$ cat src/rtl/stimulus_gen.sv
// stimulus_gen: sweep, then LFSR-random, then terminating 4'hF stimulus for the gate bench
// Ports: clk, rst (sync, active high), start (begins a run from IDLE/DONE),
//        sw (held vector), busy (run in progress), done (run finished),
//        case_cnt (1-based index of the vector on sw, 0 when idle).
module stimulus_gen #(
  parameter int unsigned    NO_OF_CASES = 1234,
  parameter int unsigned    HOLD_CYCLES = 1,
  parameter logic [15:0]    LFSR_SEED   = 16'hACE1
) (
  input  logic        clk,
  input  logic        rst,
  input  logic        start,
  output logic [3:0]  sw,
  output logic        busy,
  output logic        done,
  output logic [15:0] case_cnt
);
  typedef enum logic [2:0] {IDLE, SWEEP, RANDOM, FINAL, DONE} state_t;
  localparam logic [7:0]  HOLD_LAST = 8'(HOLD_CYCLES - 1);
  localparam logic [15:0] LAST_RAND = 16'(NO_OF_CASES - 1);
  localparam logic [15:0] LAST_CASE = 16'(NO_OF_CASES);
  state_t      state_q, state_d;
  logic [3:0]  sw_q, sw_d;
  logic        busy_q, busy_d, done_q, done_d;
  logic [15:0] case_cnt_q, case_cnt_d, lfsr_q, lfsr_d, lfsr_nx;
  logic [7:0]  hold_q, hold_d;
  logic        adv;
  logic [3:0]  rnd;
  assign adv     = busy_q && hold_q == HOLD_LAST;
  // Fibonacci taps 16,14,13,11 counted from the output end
  assign lfsr_nx = {lfsr_q[0] ^ lfsr_q[2] ^ lfsr_q[3] ^ lfsr_q[5], lfsr_q[15:1]};
  // 4'hF is reserved as the checker's end marker
  assign rnd     = lfsr_nx[3:0] == 4'hF ? 4'hE : lfsr_nx[3:0];
  always_comb begin
    state_d    = state_q;
    sw_d       = sw_q;
    busy_d     = busy_q;
    done_d     = done_q;
    case_cnt_d = adv ? case_cnt_q + 16'd1 : case_cnt_q;
    lfsr_d     = lfsr_q;
    hold_d     = adv ? 8'd0 : busy_q ? hold_q + 8'd1 : hold_q;
    case (state_q)
      IDLE, DONE: if (start) begin
        state_d    = SWEEP;
        sw_d       = 4'h0;
        busy_d     = 1'b1;
        done_d     = 1'b0;
        case_cnt_d = 16'd1;
        lfsr_d     = LFSR_SEED;
        hold_d     = 8'd0;
      end
      SWEEP: if (adv) begin
        if (sw_q == 4'hE) begin
          state_d = RANDOM;
          lfsr_d  = lfsr_nx;
          sw_d    = rnd;
        end else
          sw_d = sw_q + 4'h1;
      end
      RANDOM: if (adv) begin
        if (case_cnt_q == LAST_RAND) begin
          state_d    = FINAL;
          sw_d       = 4'hF;
          case_cnt_d = LAST_CASE;
        end else begin
          lfsr_d = lfsr_nx;
          sw_d   = rnd;
        end
      end
      FINAL: if (adv) begin
        state_d    = DONE;
        busy_d     = 1'b0;
        done_d     = 1'b1;
        case_cnt_d = case_cnt_q;
      end
      default: state_d = IDLE;
    endcase
  end
  always_ff @(posedge clk) begin
    if (rst) begin
      state_q    <= IDLE;
      sw_q       <= 4'h0;
      busy_q     <= 1'b0;
      done_q     <= 1'b0;
      case_cnt_q <= 16'd0;
      lfsr_q     <= LFSR_SEED;
      hold_q     <= 8'd0;
    end else begin
      state_q    <= state_d;
      sw_q       <= sw_d;
      busy_q     <= busy_d;
      done_q     <= done_d;
      case_cnt_q <= case_cnt_d;
      lfsr_q     <= lfsr_d;
      hold_q     <= hold_d;
    end
  end
  assign sw       = sw_q;
  assign busy     = busy_q;
  assign done     = done_q;
  assign case_cnt = case_cnt_q;
endmodule

$ cat config.mk
export PLATFORM = sky130hd
export DESIGN_NAME = stimulus_gen
export DESIGN_NICKNAME = d
export VERILOG_FILES = /design/src/rtl/stimulus_gen.sv
export SDC_FILE = /design/constraint.sdc
export NUM_CORES = 1
export LEC_CHECK = 0
export CORE_UTILIZATION = 55
export CTS_BUF_LIST = sky130_fd_sc_hd__clkbuf_16
export DETAILED_ROUTE_END_ITERATION = 10
export DONT_BUFFER_PORTS = 1
export GPL_TIMING_DRIVEN = 0
export PLACE_DENSITY = 0.7
export SLEW_MARGIN = 20
export SYNTH_ARGS = -nofsm -noshare
export SYNTH_HDL_FRONTEND = slang
export SYNTH_SLANG_ARGS = --single-unit
export TNS_END_PERCENT = 30
$ cat constraint.sdc
create_clock -name clk -period 2.7 [get_ports clk]
set_clock_uncertainty 0.15 [all_clocks]
set_input_delay 0.27 -clock clk [delete_from_list [all_inputs] [get_ports clk]]
set_output_delay 0.27 -clock clk [all_outputs]
set_load 0.01 [all_outputs]
Word level (Yosys, flattened, before mapping)
Cells that the tools add are included.
{ "op_classes": {"add_sub_neg": 3, "n_mul": 0, "n_div": 0, "magnitude_cmp": 0, "eq_ne": 15, "shift": 0, "n_mux": 36, "bitwise_logic": 3, "reduce_logical": 10} }
{ "ops": {"columns": ["op", "count"], "rows": [
  ["16-bit 2-to-1 mux", 10],
  ["16-bit case mux with 3 select lines", 2],
  ["8-bit 2-to-1 mux", 4],
  ["4-bit 2-to-1 mux", 6],
  ["3-bit 2-to-1 mux", 6],
  ["16-bit by 1-bit adder with 16-bit output, second input constant", 1],
  ["16-bit by 11-bit == test with 1-bit output, second input constant", 1],
  ["2-bit != test, second input constant", 8],
  ["3-bit case mux with 4 select lines", 1],
  ["4-bit case mux with 3 select lines", 1],
  ["6-bit AND reduction", 2],
  ["8-bit by 1-bit adder with 8-bit output, second input constant", 1],
  ["4-bit == test, second input constant", 2],
  ["8-bit logical NOT", 1],
  ["3-bit by 2-bit == test with 1-bit output, second input constant", 2],
  ["4-bit by 1-bit adder with 4-bit output, second input constant", 1],
  ["1-bit 2-to-1 mux", 4],
  ["1-bit case mux with 2 select lines", 2],
  ["4-bit AND reduction", 1],
  ["3-bit by 1-bit == test with 1-bit output, second input constant", 1],
  ["3-bit == test, second input constant", 1],
  ["3-bit logical NOT", 1],
  ["3-bit AND reduction", 1],
  ["3-bit nonzero test", 1],
  ["4 further kinds", 6]
]} }
{ "totals": {"reg_bits": 49, "latchBits": 0, "ramBits": 0, "rom_bits": 0, "in_bits": 3, "output_inout_bits": 22, "mem_count": 0} }

Depth between registers and ports, before layout
Gate-level depths: netlist of the first run.
{ "depth": {"word_depth": 6, "mapped_depth": 8} }

Least setup slack after synthesis of the first run
Ideal clock, no wire load.
{ "synth_path": {"path_type": "register -> register", "from": "register sw_q[0] (netlist: sw[0])", "to": "register lfsr_q[14]", "setup_ns": 0.116, "t_arrival_ns": 1.964, "path_slack_ns": 0.470, "path_stages_with_launch": 8, "path_cell_list": "dfxtp_1 inv_1 ha_1 and3_1 nor3_1 nor2_2 buf_4 a41o_1"} }
{ "synth_via": {"elab_chain_len": 3} }
{ "synth_lines": {"columns": ["item", "line_no", "source"], "rows": [
  ["start: declaration", "23", "logic [3:0] sw_q, sw_d;"],
  ["start signal: assignment", "90", "sw_q <= sw_d;"],
  ["4-bit == test", "53", "if (sw_q == 4'hE) begin"],
  ["2-bit != test (no source line)", null, null],
  ["6-bit AND reduction (no source line)", null, null],
  ["end signal: assignment", "94", "lfsr_q <= lfsr_d;"],
  ["end: declaration", "25", "logic [15:0] case_cnt_q, case_cnt_d, lfsr_q, lfsr_d, lfsr_nx;"]
]} }
Every way passes these cells.
A chain may end at the register's enable or synchronous reset.

Worst setup path after layout of the first run
{ "layout_path": {"from": "register hold_q[0]", "to": "register lfsr_q[11]"} }
{ "layout_via": {"elab_chain_len": 4, "elab_cells_between_ends": 5, "classes_between": "eq/ne (2); reduce/logical (3)"} }
{ "layout_lines": {"columns": ["item", "line_no", "source"], "rows": [
  ["start: declaration", "26", "logic [7:0] hold_q, hold_d;"],
  ["start signal: assignment", "95", "hold_q <= hold_d;"],
  ["8-bit logical NOT *", "29", "assign adv = busy_q && hold_q == HOLD_LAST;"],
  ["1-bit logical AND *", "29", null],
  ["2-bit != test (no source line)", null, null],
  ["6-bit AND reduction (no source line) *", null, null]
]} }
Mark *: on every way between the ends. The rest lies on a longest branch, timed or not.

==> PnR_summary.wiki, run 1 <==
{| class="wikitable"
! Metric !! Value
|-
| Initial Util || 57.4%
|-
| Sequential cell area fraction in the yosys report || 38.9%
|-
| Largest stage delay on the critical path || 0.56 ns
|-
| Cell depth of the worst hold path || 3
|-
| WP data arrival || 2.61 ns
|-
| Critical-path top delay cell || sky130_fd_sc_hd__or4b_1
|-
| Max_slew headroom || 58.4%
|-
| Critical path buffer and inverter count || 2
|-
| Horizontal extent of the die || 69.7 um
|-
| Worst Path Class, Setup || reg2reg
|-
| Via density per instance || 6.22
|-
| Last weighted congestion value of the routability-driven placer || 0.809
|-
| Buffer levels on the longest clock path || 2
|-
| RSZ-0062 raised after global routing || yes
|-
| Shortest period the worst path allows || 2.54 ns
|-
| Final-report hold violation count || 0
|-
| Pins over their slew limit || 0
|-
| Main area contributors after synthesis || sky130_fd_sc_hd__dfxtp_1 (39%), sky130_fd_sc_hd__nor2_1 (6.3%), sky130_fd_sc_hd__xnor2_1 (5.2%)
|-
| Critical Path Sink Type || flop
|-
| Via Count || 2184
|-
| Result of the run || finished clean
|-
| Async set-or-reset flop fraction in the synthesized netlist || 0%
|-
| Most used cells in the layout excluding fill and tap cells || sky130_fd_sc_hd__dfxtp_1 (49), sky130_fd_sc_hd__nor2_1 (42), sky130_fd_sc_hd__nand2_1 (18), sky130_fd_sc_hd__xnor2_1 (15), sky130_fd_sc_hd__nor3_1 (14)
|-
| Worst Reg2Reg Path Length in Cells || 8
|-
| Cells after Synth || 292
|-
| Number of standard cells in the layout, taps in and fillers out || 351
|-
| Area share of the largest cell type after synthesis || 38.9%
|-
| Detailed router's first-iteration violation count || 236
|-
| Post-detailed-routing wire length || 5580 um
|-
| Worst-case hold slack || 0.0471 ns
|-
| HPWL Detailed || 3880 um
|-
| Stages on the worst setup path || 8
|-
| Top-level I/O count || 25
|-
| Total routing usage reported by global routing || 24.4%
|-
| H-Tree Depth || 2
|-
| Final-stage net count || 308
|-
| Buffer type at the clock tree root || sky130_fd_sc_hd__clkbuf_16
|-
| Critical path's top delay family || simple AND/OR/NAND/NOR gates
|-
| Syn_area_per_cell || 8.63 sq um
|-
| Final cycle utilization of the critical path || 94.1%
|-
| Critical Path Source Type || flop
|-
| Inserted Diodes || 0
|-
| Global-route wire length before repair || 9600 um
|-
| CTS clock-pin slew for the worst setup and hold paths || 0.06 ns
|-
| Insertion delay of the later-clocked pin in the worst-skew pair || 0.29 ns
|-
| Layout overhead on the synthesized area || 9.44%
|-
| Worst path required time || 2.77 ns
|-
| Antenna violations before repair || 0
|-
| Clock buffers created by TritonCTS || 5
|-
| Clk sink count || 49
|-
| Hold buffers post-CTS || 0
|-
| DRC violations left || 0
|-
| Router iterations before antenna repair || 5
|-
| Share of layout cells above drive strength 1 || 7.69%
|-
| Worst hold path class || in2reg
|-
| Number of buffers inserted by port buffering || 0
|-
| Y dimension of the die || 69.7 um
|-
| Number of antenna-violating nets in the routed design || 0
|-
| FP Rows || 24
|-
| Max Fclk || 394 MHz
|-
| Seq cells post-synth || 49
|-
| Via count of the first global-routing pass || 1950
|-
| Post-placement cell count || 344
|-
| Grt ovf || 0
|-
| Overall die area || 0.00485 sq mm
|-
| Power consumption || 0.00163 W
|-
| Most common library cell in the layout ignoring fill and taps || sky130_fd_sc_hd__dfxtp_1
|-
| Total number of yosys warnings || 0
|-
| Dominant synthesized flop cell || sky130_fd_sc_hd__dfxtp_1
|-
| Clock tree from TritonCTS || done
|-
| Final design area excluding fillers || 0.00276 sq mm
|-
| Cell type with the largest total area after synthesis || sky130_fd_sc_hd__dfxtp_1
|-
| Count of max-cap constraint violations || 0
|-
| Series of cell instances along the critical path || inv_1 -> ha_1 -> or4b_1 -> nor4b_4 -> o22ai_2 -> nor2_2 -> buf_4 -> mux2i_1
|-
| Number of synthesized flops with an enable pin || 0
|-
| Area post-placement || 0.00258 sq mm
|-
| Average wire per standard cell || 15.9 um
|-
| Cell Pwr Density || 592 mW/mm^2
|-
| Final setup violation count || 0
|-
| Core Footprint || 0.00438 sq mm
|-
| Static power due to leakage || 1.03 nW
|-
| Unique masters post-synth || 47
|-
| Transition at the pin with the smallest max-transition slack || 0.621 ns
|-
| Combined area of all synthesized cells || 0.00252 sq mm
|-
| Largest net degree at the start of global routing || 15
|-
| Worst Path Max Fanout || 10
|-
| Fill cells || 383
|-
| Post-synthesis net count || 301
|-
| Maximum vdd ir drop || 0.316 mV
|}
## registers in the layout (all words and copies together) (netlist names)
signal    flops
lfsr_q       16
busy          1
hold_q        8
sw            4
state_q       3
case_cnt     16
done          1
## where the power goes
group	internal, W	switching [W]	total, W
registers	0.000743	0.0000229	0.000766
logic	0.0000617	0.000115	0.000177
clock network	0.000430	0.000258	0.000688
total	0.00123	0.000396	0.00163
## metrics by stage
stage | worst slack (ns) | TNS (ns) | utilization, %
final | 0.160 | 0 | 62.9
after global routing | -0.0188 | -0.0287 | 62.9
after CTS | 0.0312 | 0 | 62.6
after detailed placement | 0.0566 | 0 | 58.9
after global placement | 0.0613 | 0 | 58.9
after floorplan | 0.470 | 0 | -
## kinds of logic after synthesis
family,after synthesis,share of synthesized area (%)
buffers and inverters,24,3.92
and+or+nand+nor,133,29.1
xor gates and xnor gates,24,8.35
AOI/OAI and AO/OA,49,13.9
DFF,49,38.9
adders and majority gates,6,2.98
muxes,7,2.78
## routing by layer
layer | part of all wire (%) | up-vias | track usage (%)
met5 | 0 | - | 0
met4 | 1.2 | 0 | 7.56
met3 | 6.1 | 7 | 7.12
met2 | 45 | 81 | 35.2
met1 | 48 | 1037 | 34.9
li1 | - | 1059 | -
## repair_timing
| item | 4_1_cts | 5_1_grt |
|---|---|---|
| setup buffers | 0 | 0 |
| gates resized for setup | 0 | 2 |
| setup endpoints to repair | 0 | 13 |
## final cells by class
| cell class | count | area, sq um | share of cell area [%] |
|---|---|---|---|
| Multi-Input combinational cell | 219 | 1450 | 52.7 |
| Sequential cell | 49 | 981 | 35.6 |
| Clock buffer | 5 | 125 | 4.54 |
| Buffer | 15 | 65.1 | 2.36 |
| Tap cell | 52 | 65.1 | 2.36 |
| Clock inverter | 2 | 35.0 | 1.27 |
| Inverter | 9 | 33.8 | 1.23 |
## cells in the mapped netlist, types with 3 or more instances
cell and n:
sky130_fd_sc_hd__nand3_1 10, sky130_fd_sc_hd__xor2_1 9, sky130_fd_sc_hd__nor3_1 15, sky130_fd_sc_hd__o211a_1 4, sky130_fd_sc_hd__nor4b_4 3, sky130_fd_sc_hd__o21ai_0 13, sky130_fd_sc_hd__nor4_1 7, sky130_fd_sc_hd__xnor2_1 15
sky130_fd_sc_hd__a21oi_1 9, sky130_fd_sc_hd__nor4b_1 3, sky130_fd_sc_hd__a211oi_1 3, sky130_fd_sc_hd__a31oi_1 4, sky130_fd_sc_hd__nor2b_1 3, sky130_fd_sc_hd__mux2i_1 7, sky130_fd_sc_hd__dfxtp_1 49, sky130_fd_sc_hd__and3_1 4
sky130_fd_sc_hd__nand4_1 9, sky130_fd_sc_hd__inv_1 8, sky130_fd_sc_hd__ha_1 6, sky130_fd_sc_hd__clkbuf_1 11, sky130_fd_sc_hd__a41o_1 5, sky130_fd_sc_hd__nor2_1 42, sky130_fd_sc_hd__nand2_1 18
## worst reg2reg max path, delay by kind of cell, from the launching register on
kind | cells | cell delay, ns
AND/OR/NAND/NOR | 3 | 1.08
flip-flops | 1 | 0.36
buffers and inverters | 2 | 0.29
AO/OA/AOI/OAI | 1 | 0.22
multiplexers | 1 | 0.20
adder cells (fa/ha/maj) | 1 | 0.17
## final timing paths
check,start,endpoint,slack [ns]
min,start,state_q[2]$_SDFFE_PP0P_,0.05
max,hold_q[0]$_SDFF_PP0_,lfsr_q[11]$_SDFFE_PP1P_,0.16
min reg2reg,lfsr_q[10]$_SDFFE_PP1P_,lfsr_q[10]$_SDFFE_PP1P_,0.34
max reg2reg,hold_q[0]$_SDFF_PP0_,lfsr_q[11]$_SDFFE_PP1P_,0.16
Note: power is estimated with default switching activity, not from simulation.
==> inputs of run 2 (changes only) <==
- CELL_PAD_IN_SITES_DETAIL_PLACEMENT: unset -> 1
- CELL_PAD_IN_SITES_GLOBAL_PLACEMENT: unset -> 1
- CORE_UTILIZATION: 55 -> 47
- PLACE_DENSITY: 0.7 -> unset
- PLACE_DENSITY_LB_ADDON: unset -> 0.1
- clock period: 2.7 -> 2.65 ns (I/O delays scaled with it)
==> PnR_summary.wiki, run 2 (synthesis gave the netlist of run 1 again) <==
{| class="wikitable"
! Metric !! Value
|-
| Hold buffers post-CTS || 0
|-
| Critical path's top delay family || simple AND/OR/NAND/NOR gates
|-
| Overall die area || 0.00566 sq mm
|-
| Largest stage delay on the critical path || 0.53 ns
|-
| Pins over their slew limit || 0
|-
| Static power due to leakage || 1.03 nW
|-
| CP Launch Point || busy$_SDFFE_PP0P_
|-
| Critical Path Sink Type || flop
|-
| Clk sink count || 49
|-
| Antenna violations before repair || 0
|-
| Most common library cell in the layout ignoring fill and taps || sky130_fd_sc_hd__dfxtp_1
|-
| Buffer levels on the longest clock path || 2
|-
| Final core utilization || 53.7%
|-
| Layout overhead on the synthesized area || 9.59%
|-
| Area post-placement || 0.00261 sq mm
|-
| Internal portion of total power || 0.00116 W
|-
| Critical path buffer and inverter count || 1
|-
| Final design area excluding fillers || 0.00276 sq mm
|-
| Clock buffers created by TritonCTS || 5
|-
| Transition at the pin with the smallest max-transition slack || 0.635 ns
|-
| Buffer type at the clock tree root || sky130_fd_sc_hd__clkbuf_16
|-
| Global-route wire length before repair || 10400 um
|-
| Fraction of power spent switching nets || 26.3%
|-
| Grt ovf || 0
|-
| Via density per instance || 5.86
|-
| Clock power frac || 38.6%
|-
| Core Footprint || 0.00514 sq mm
|-
| Series of cell instances along the critical path || buf_4 -> or4b_1 -> nor4b_4 -> o22a_2 -> nand2_1 -> a31o_2
|-
| H-Tree Depth || 2
|-
| Horizontal extent of the die || 75.2 um
|-
| Worst Path Max Fanout || 8
|-
| HPWL Detailed || 4600 um
|-
| Count of max-cap constraint violations || 0
|-
| Clock tree from TritonCTS || done
|-
| Max Fclk || 393 MHz
|-
| Via count of the first global-routing pass || 2150
|-
| Switching component of the power || 0.000416 W
|-
| Top-level I/O count || 25
|-
| Final-stage net count || 307
|-
| Largest net degree at the start of global routing || 15
|-
| Final setup violation count || 0
|-
| Cell Pwr Density || 572 mW/mm^2
|-
| Y dimension of the die || 75.2 um
|-
| Number of antenna-violating nets in the routed design || 0
|-
| Initial Util || 49.0%
|-
| CTS clock-pin slew for the worst setup and hold paths || 0.06 ns
|-
| Share of layout cells above drive strength 1 || 7.36%
|-
| Shortest period the worst path allows || 2.54 ns
|-
| Share of total power in combinational logic || 11.9%
|-
| Total routing usage reported by global routing || 24.4%
|-
| Via Count || 2163
|-
| Result of the run || finished clean
|-
| Register share of total power || 49.5%
|-
| Last weighted congestion value of the routability-driven placer || 0.753
|-
| Final cycle utilization of the critical path || 96.0%
|-
| DRC violations left || 0
|-
| Worst path required time || 2.68 ns
|-
| WP data arrival || 2.57 ns
|-
| Inserted Diodes || 0
|-
| Worst R2R Start || busy$_SDFFE_PP0P_
|-
| Worst Path Class, Setup || reg2reg
|-
| Max_slew headroom || 57.4%
|-
| Maximum vdd ir drop || 0.279 mV
|-
| Critical-path top delay cell || sky130_fd_sc_hd__or4b_1
|-
| Most used cells in the layout excluding fill and tap cells || sky130_fd_sc_hd__dfxtp_1 (49), sky130_fd_sc_hd__nor2_1 (42), sky130_fd_sc_hd__nand2_1 (18), sky130_fd_sc_hd__xnor2_1 (15), sky130_fd_sc_hd__nor3_1 (14)
|-
| Insertion delay of the later-clocked pin in the worst-skew pair || 0.29 ns
|-
| Worst hold path class || in2reg
|-
| Post-detailed-routing wire length || 6500 um
|-
| Critical Path Source Type || flop
|-
| Detailed router's first-iteration violation count || 101
|-
| Final-report hold violation count || 0
|-
| Router iterations before antenna repair || 4
|-
| FP Rows || 26
|-
| Number of buffers inserted by port buffering || 0
|-
| Average wire per standard cell || 17.6 um
|-
| Worst hold path startpoint || start
|}
-- run 2: changes by cell type in the layout (fill, tap and decap cells not counted) --
cell                        before  now
sky130_fd_sc_hd__bufinv_16       1    0
sky130_fd_sc_hd__clkbuf_1       11   10
sky130_fd_sc_hd__clkinv_1        1    3
sky130_fd_sc_hd__o22ai_2         1    0
sky130_fd_sc_hd__o22ai_4         0    1
-- run 2: routing by layer --
layer / share of wire, % / track usage (%) / wire length [um] / vias up
li1: - / - / - / 1064
met4: 1.0 / 6.38 / 68 / 0
met1: 49 / 33.0 / 3170 / 1058
met2: 47 / 39.9 / 3060 / 35
met3: 3.1 / 4.82 / 203 / 6
met5: 0 / 0 / 0 / -
-- run 2: worst min-delay path, stage by stage --
cell and delay, ns:
sky130_fd_sc_hd__nor2_1 0.03, sky130_fd_sc_hd__nand3_1 0.08, sky130_fd_sc_hd__a21oi_1 0.06
-- run 2: path summary, 6_finish.rpt --
check,cells after the start,slack [ns],to
worst min register to register,2,0.34,lfsr_q[11]$_SDFFE_PP1P_
worst max-delay path,6,0.11,lfsr_q[2]$_SDFFE_PP0P_
worst min-delay path,3,0.05,state_q[2]$_SDFFE_PP0P_
worst max register to register,6,0.11,lfsr_q[2]$_SDFFE_PP0P_
-- run 2: cell type report --
type	count	area (sq um)
clock inverters	3	12.5
fillers	651	2380
flip-flops and latches	49	981
multi-input cells	219	1460
inverters	9	33.8
clock buffers	5	125
plain buffers	14	61.3
well taps	70	87.6
-- run 2: repair_timing --
action                                 in CTS  in global routing
endpoints found under the hold margin       0                  0
gates cloned                                0                  0
pin swaps                                   0                  1
setup endpoints to repair                   5                 20
resized for setup                           1                  2
buffers inserted                            0                  0
-- run 2: per-stage QoR --
step / hold WS [ns] / setup TNS [ns] / total power (W) / setup WS, ns / instances
after floorplan: 0.287 / 0 / 0.000928 / 0.420 / 292
after global placement: 0.307 / 0 / 0.000976 / 0.00457 / 362
after detailed placement: 0.319 / -0.442 / 0.000980 / -0.102 / 362
after CTS: 0.0371 / 0 / 0.00159 / 0.101 / 370
after global routing: 0.0733 / -0.0549 / 0.00164 / -0.0260 / 369
final: 0.0451 / 0 / 0.00158 / 0.107 / 369
-- run 2: power by group through the flow --
stage	clock (W)	sequential (W)	combinational [W]
CTS	0.000623	0.000781	0.000185
floorplan	0	0.000791	0.000136
finish	0.000609	0.000781	0.000188
global route	0.000648	0.000783	0.000207
detailed placement	0	0.000798	0.000183
global placement	0	0.000796	0.000180
==> inputs of run 3 (changes only) <==
- clock period: 2.65 -> 2.6 ns (I/O delays scaled with it)
==> PnR_summary.wiki, run 3 (synthesis gave the netlist of run 1 again) <==
{| class="wikitable"
! Metric !! Value
|-
| Number of buffers inserted by post-CTS setup repair || 0
|-
| Number of standard cells in the layout, taps in and fillers out || 369
|-
| Horizontal extent of the die || 75.2 um
|-
| CTS clock-pin slew for the worst setup and hold paths || 0.06 ns
|-
| Fill cells || 649
|-
| Layout overhead on the synthesized area || 10.0%
|-
| Clock buffers created by TritonCTS || 5
|-
| Maximum vdd ir drop || 0.283 mV
|-
| Worst path required time || 2.63 ns
|-
| Static power due to leakage || 1.03 nW
|-
| FP Rows || 26
|-
| Final-stage net count || 307
|-
| Core Footprint || 0.00514 sq mm
|-
| Buffer levels on the longest clock path || 2
|-
| Average wire per standard cell || 17.5 um
|-
| Initial Util || 49.0%
|-
| Clock tree from TritonCTS || done
|-
| Shortest period the worst path allows || 2.49 ns
|-
| Top-level I/O count || 25
|-
| Final-report hold violation count || 0
|-
| H-Tree Depth || 2
|-
| Setup TNS after final layout || 0 ns
|-
| Y dimension of the die || 75.2 um
|-
| Final cycle utilization of the critical path || 95.9%
|-
| Overall die area || 0.00566 sq mm
|-
| Clk sink count || 49
|-
| Grt ovf || 0
|-
| Critical Path Source Type || flop
|-
| Pins over their slew limit || 0
|-
| Transition at the pin with the smallest max-transition slack || 0.653 ns
|-
| Total routing usage reported by global routing || 24.4%
|-
| Number of buffers inserted by port buffering || 0
|-
| Number of antenna-violating nets in the routed design || 0
|-
| Result of the run || finished clean
|-
| WP data arrival || 2.52 ns
|-
| Max_slew headroom || 56.2%
|-
| Max Fclk || 401 MHz
|-
| Insertion delay of the later-clocked pin in the worst-skew pair || 0.29 ns
|-
| Largest net degree at the start of global routing || 15
|-
| DRC violations left || 0
|-
| Post-detailed-routing wire length || 6450 um
|-
| Via density per instance || 5.87
|-
| Buffer type at the clock tree root || sky130_fd_sc_hd__clkbuf_16
|-
| Global-route wire length before repair || 10400 um
|-
| Router iterations before antenna repair || 4
|-
| Most common library cell in the layout ignoring fill and taps || sky130_fd_sc_hd__dfxtp_1
|-
| Worst Path Class, Setup || reg2reg
|-
| Worst Path Max Fanout || 8
|-
| Critical Path Sink Type || flop
|-
| Final setup violation count || 0
|-
| Worst hold path class || in2reg
|-
| Post-placement cell count || 362
|-
| Cell Pwr Density || 581 mW/mm^2
|-
| Last weighted congestion value of the routability-driven placer || 0.753
|-
| HPWL Detailed || 4600 um
|-
| Inserted Diodes || 0
|-
| Count of max-cap constraint violations || 0
|-
| Via Count || 2166
|-
| Detailed router's first-iteration violation count || 107
|-
| Antenna violations before repair || 0
|-
| Via count of the first global-routing pass || 2150
|-
| Most used cells in the layout excluding fill and tap cells || sky130_fd_sc_hd__dfxtp_1 (49), sky130_fd_sc_hd__nor2_1 (42), sky130_fd_sc_hd__nand2_1 (18), sky130_fd_sc_hd__xnor2_1 (15), sky130_fd_sc_hd__nor3_1 (14)
|-
| Share of layout cells above drive strength 1 || 8.36%
|}
-- run 3: cell counts in the layout (fill, tap and decap cells not counted) --
No cell type changed its count.
-- run 3: area by class of cell --
type	instances	area (sq um)	area share (%)
Buffer	14	61.3	2.21
Clock buffer	5	125	4.51
Clock inverter	3	12.5	0.451
Inverter	9	33.8	1.22
Multi-Input combinational cell	219	1470	53.0
Sequential cell	49	981	35.4
Tap cell	70	87.6	3.16
-- run 3: final timing paths --
kind                                 from                 endpoint  slack, ns  cells past startpoint
hold / removal                      start  state_q[2]$_SDFFE_PP0P_       0.04                      3
setup reg to reg        busy$_SDFFE_PP0P_   lfsr_q[2]$_SDFFE_PP0P_       0.11                      6
setup / recovery        busy$_SDFFE_PP0P_   lfsr_q[2]$_SDFFE_PP0P_       0.11                      6
hold reg to reg   lfsr_q[11]$_SDFFE_PP1P_  lfsr_q[11]$_SDFFE_PP1P_       0.34                      2
-- run 3: where the power goes --
group / switching [W] / leakage (nW) / internal (W)
Clock: 0.000274 / 0.0687 / 0.000348
Sequential: 0.0000243 / 0.397 / 0.000771
Combinational: 0.000127 / 0.562 / 0.0000672
Total: 0.000425 / 1.03 / 0.00119
-- run 3: routing by layer --
metal  global-route usage [%]  up-vias  share of wire (%)
li1                         -     1063                  -
met2                     39.9       37                 47
met1                     33.0     1060                 48
met3                     4.82        6                3.5
met5                        0        -                  0
met4                     6.38        0                1.1
-- run 3: through the flow --
step	power [W]	setup slack [ns]	instance area (sq um)	hold WS, ns	utilization, %
6_report	0.00161	0.107	2770	0.0398	53.9
5_1_grt	0.00167	-0.0229	2770	0.0683	53.9
4_1_cts	0.00162	0.0510	2750	0.0321	53.5
3_5_place_dp	0.000999	-0.152	2610	0.319	50.7
3_3_place_gp	0.000995	-0.0454	2610	0.307	50.7
2_1_floorplan	0.000945	0.370	2520	0.287	-
-- run 3: critical path, cell delays in order, from the launching register on --
cell                      delay, ns
sky130_fd_sc_hd__dfxtp_1       0.38
sky130_fd_sc_hd__buf_4         0.18
sky130_fd_sc_hd__or4b_4        0.50
sky130_fd_sc_hd__nor4b_4       0.41
sky130_fd_sc_hd__o22a_2        0.28
sky130_fd_sc_hd__nand2_1       0.17
sky130_fd_sc_hd__a31o_2        0.30
-- run 3: timing repair --
action,CTS,global route
endpoints found under the setup margin,10,24
hold buffers,0,0
pin swaps,0,4
gates cloned,0,0
gates resized for setup,1,5
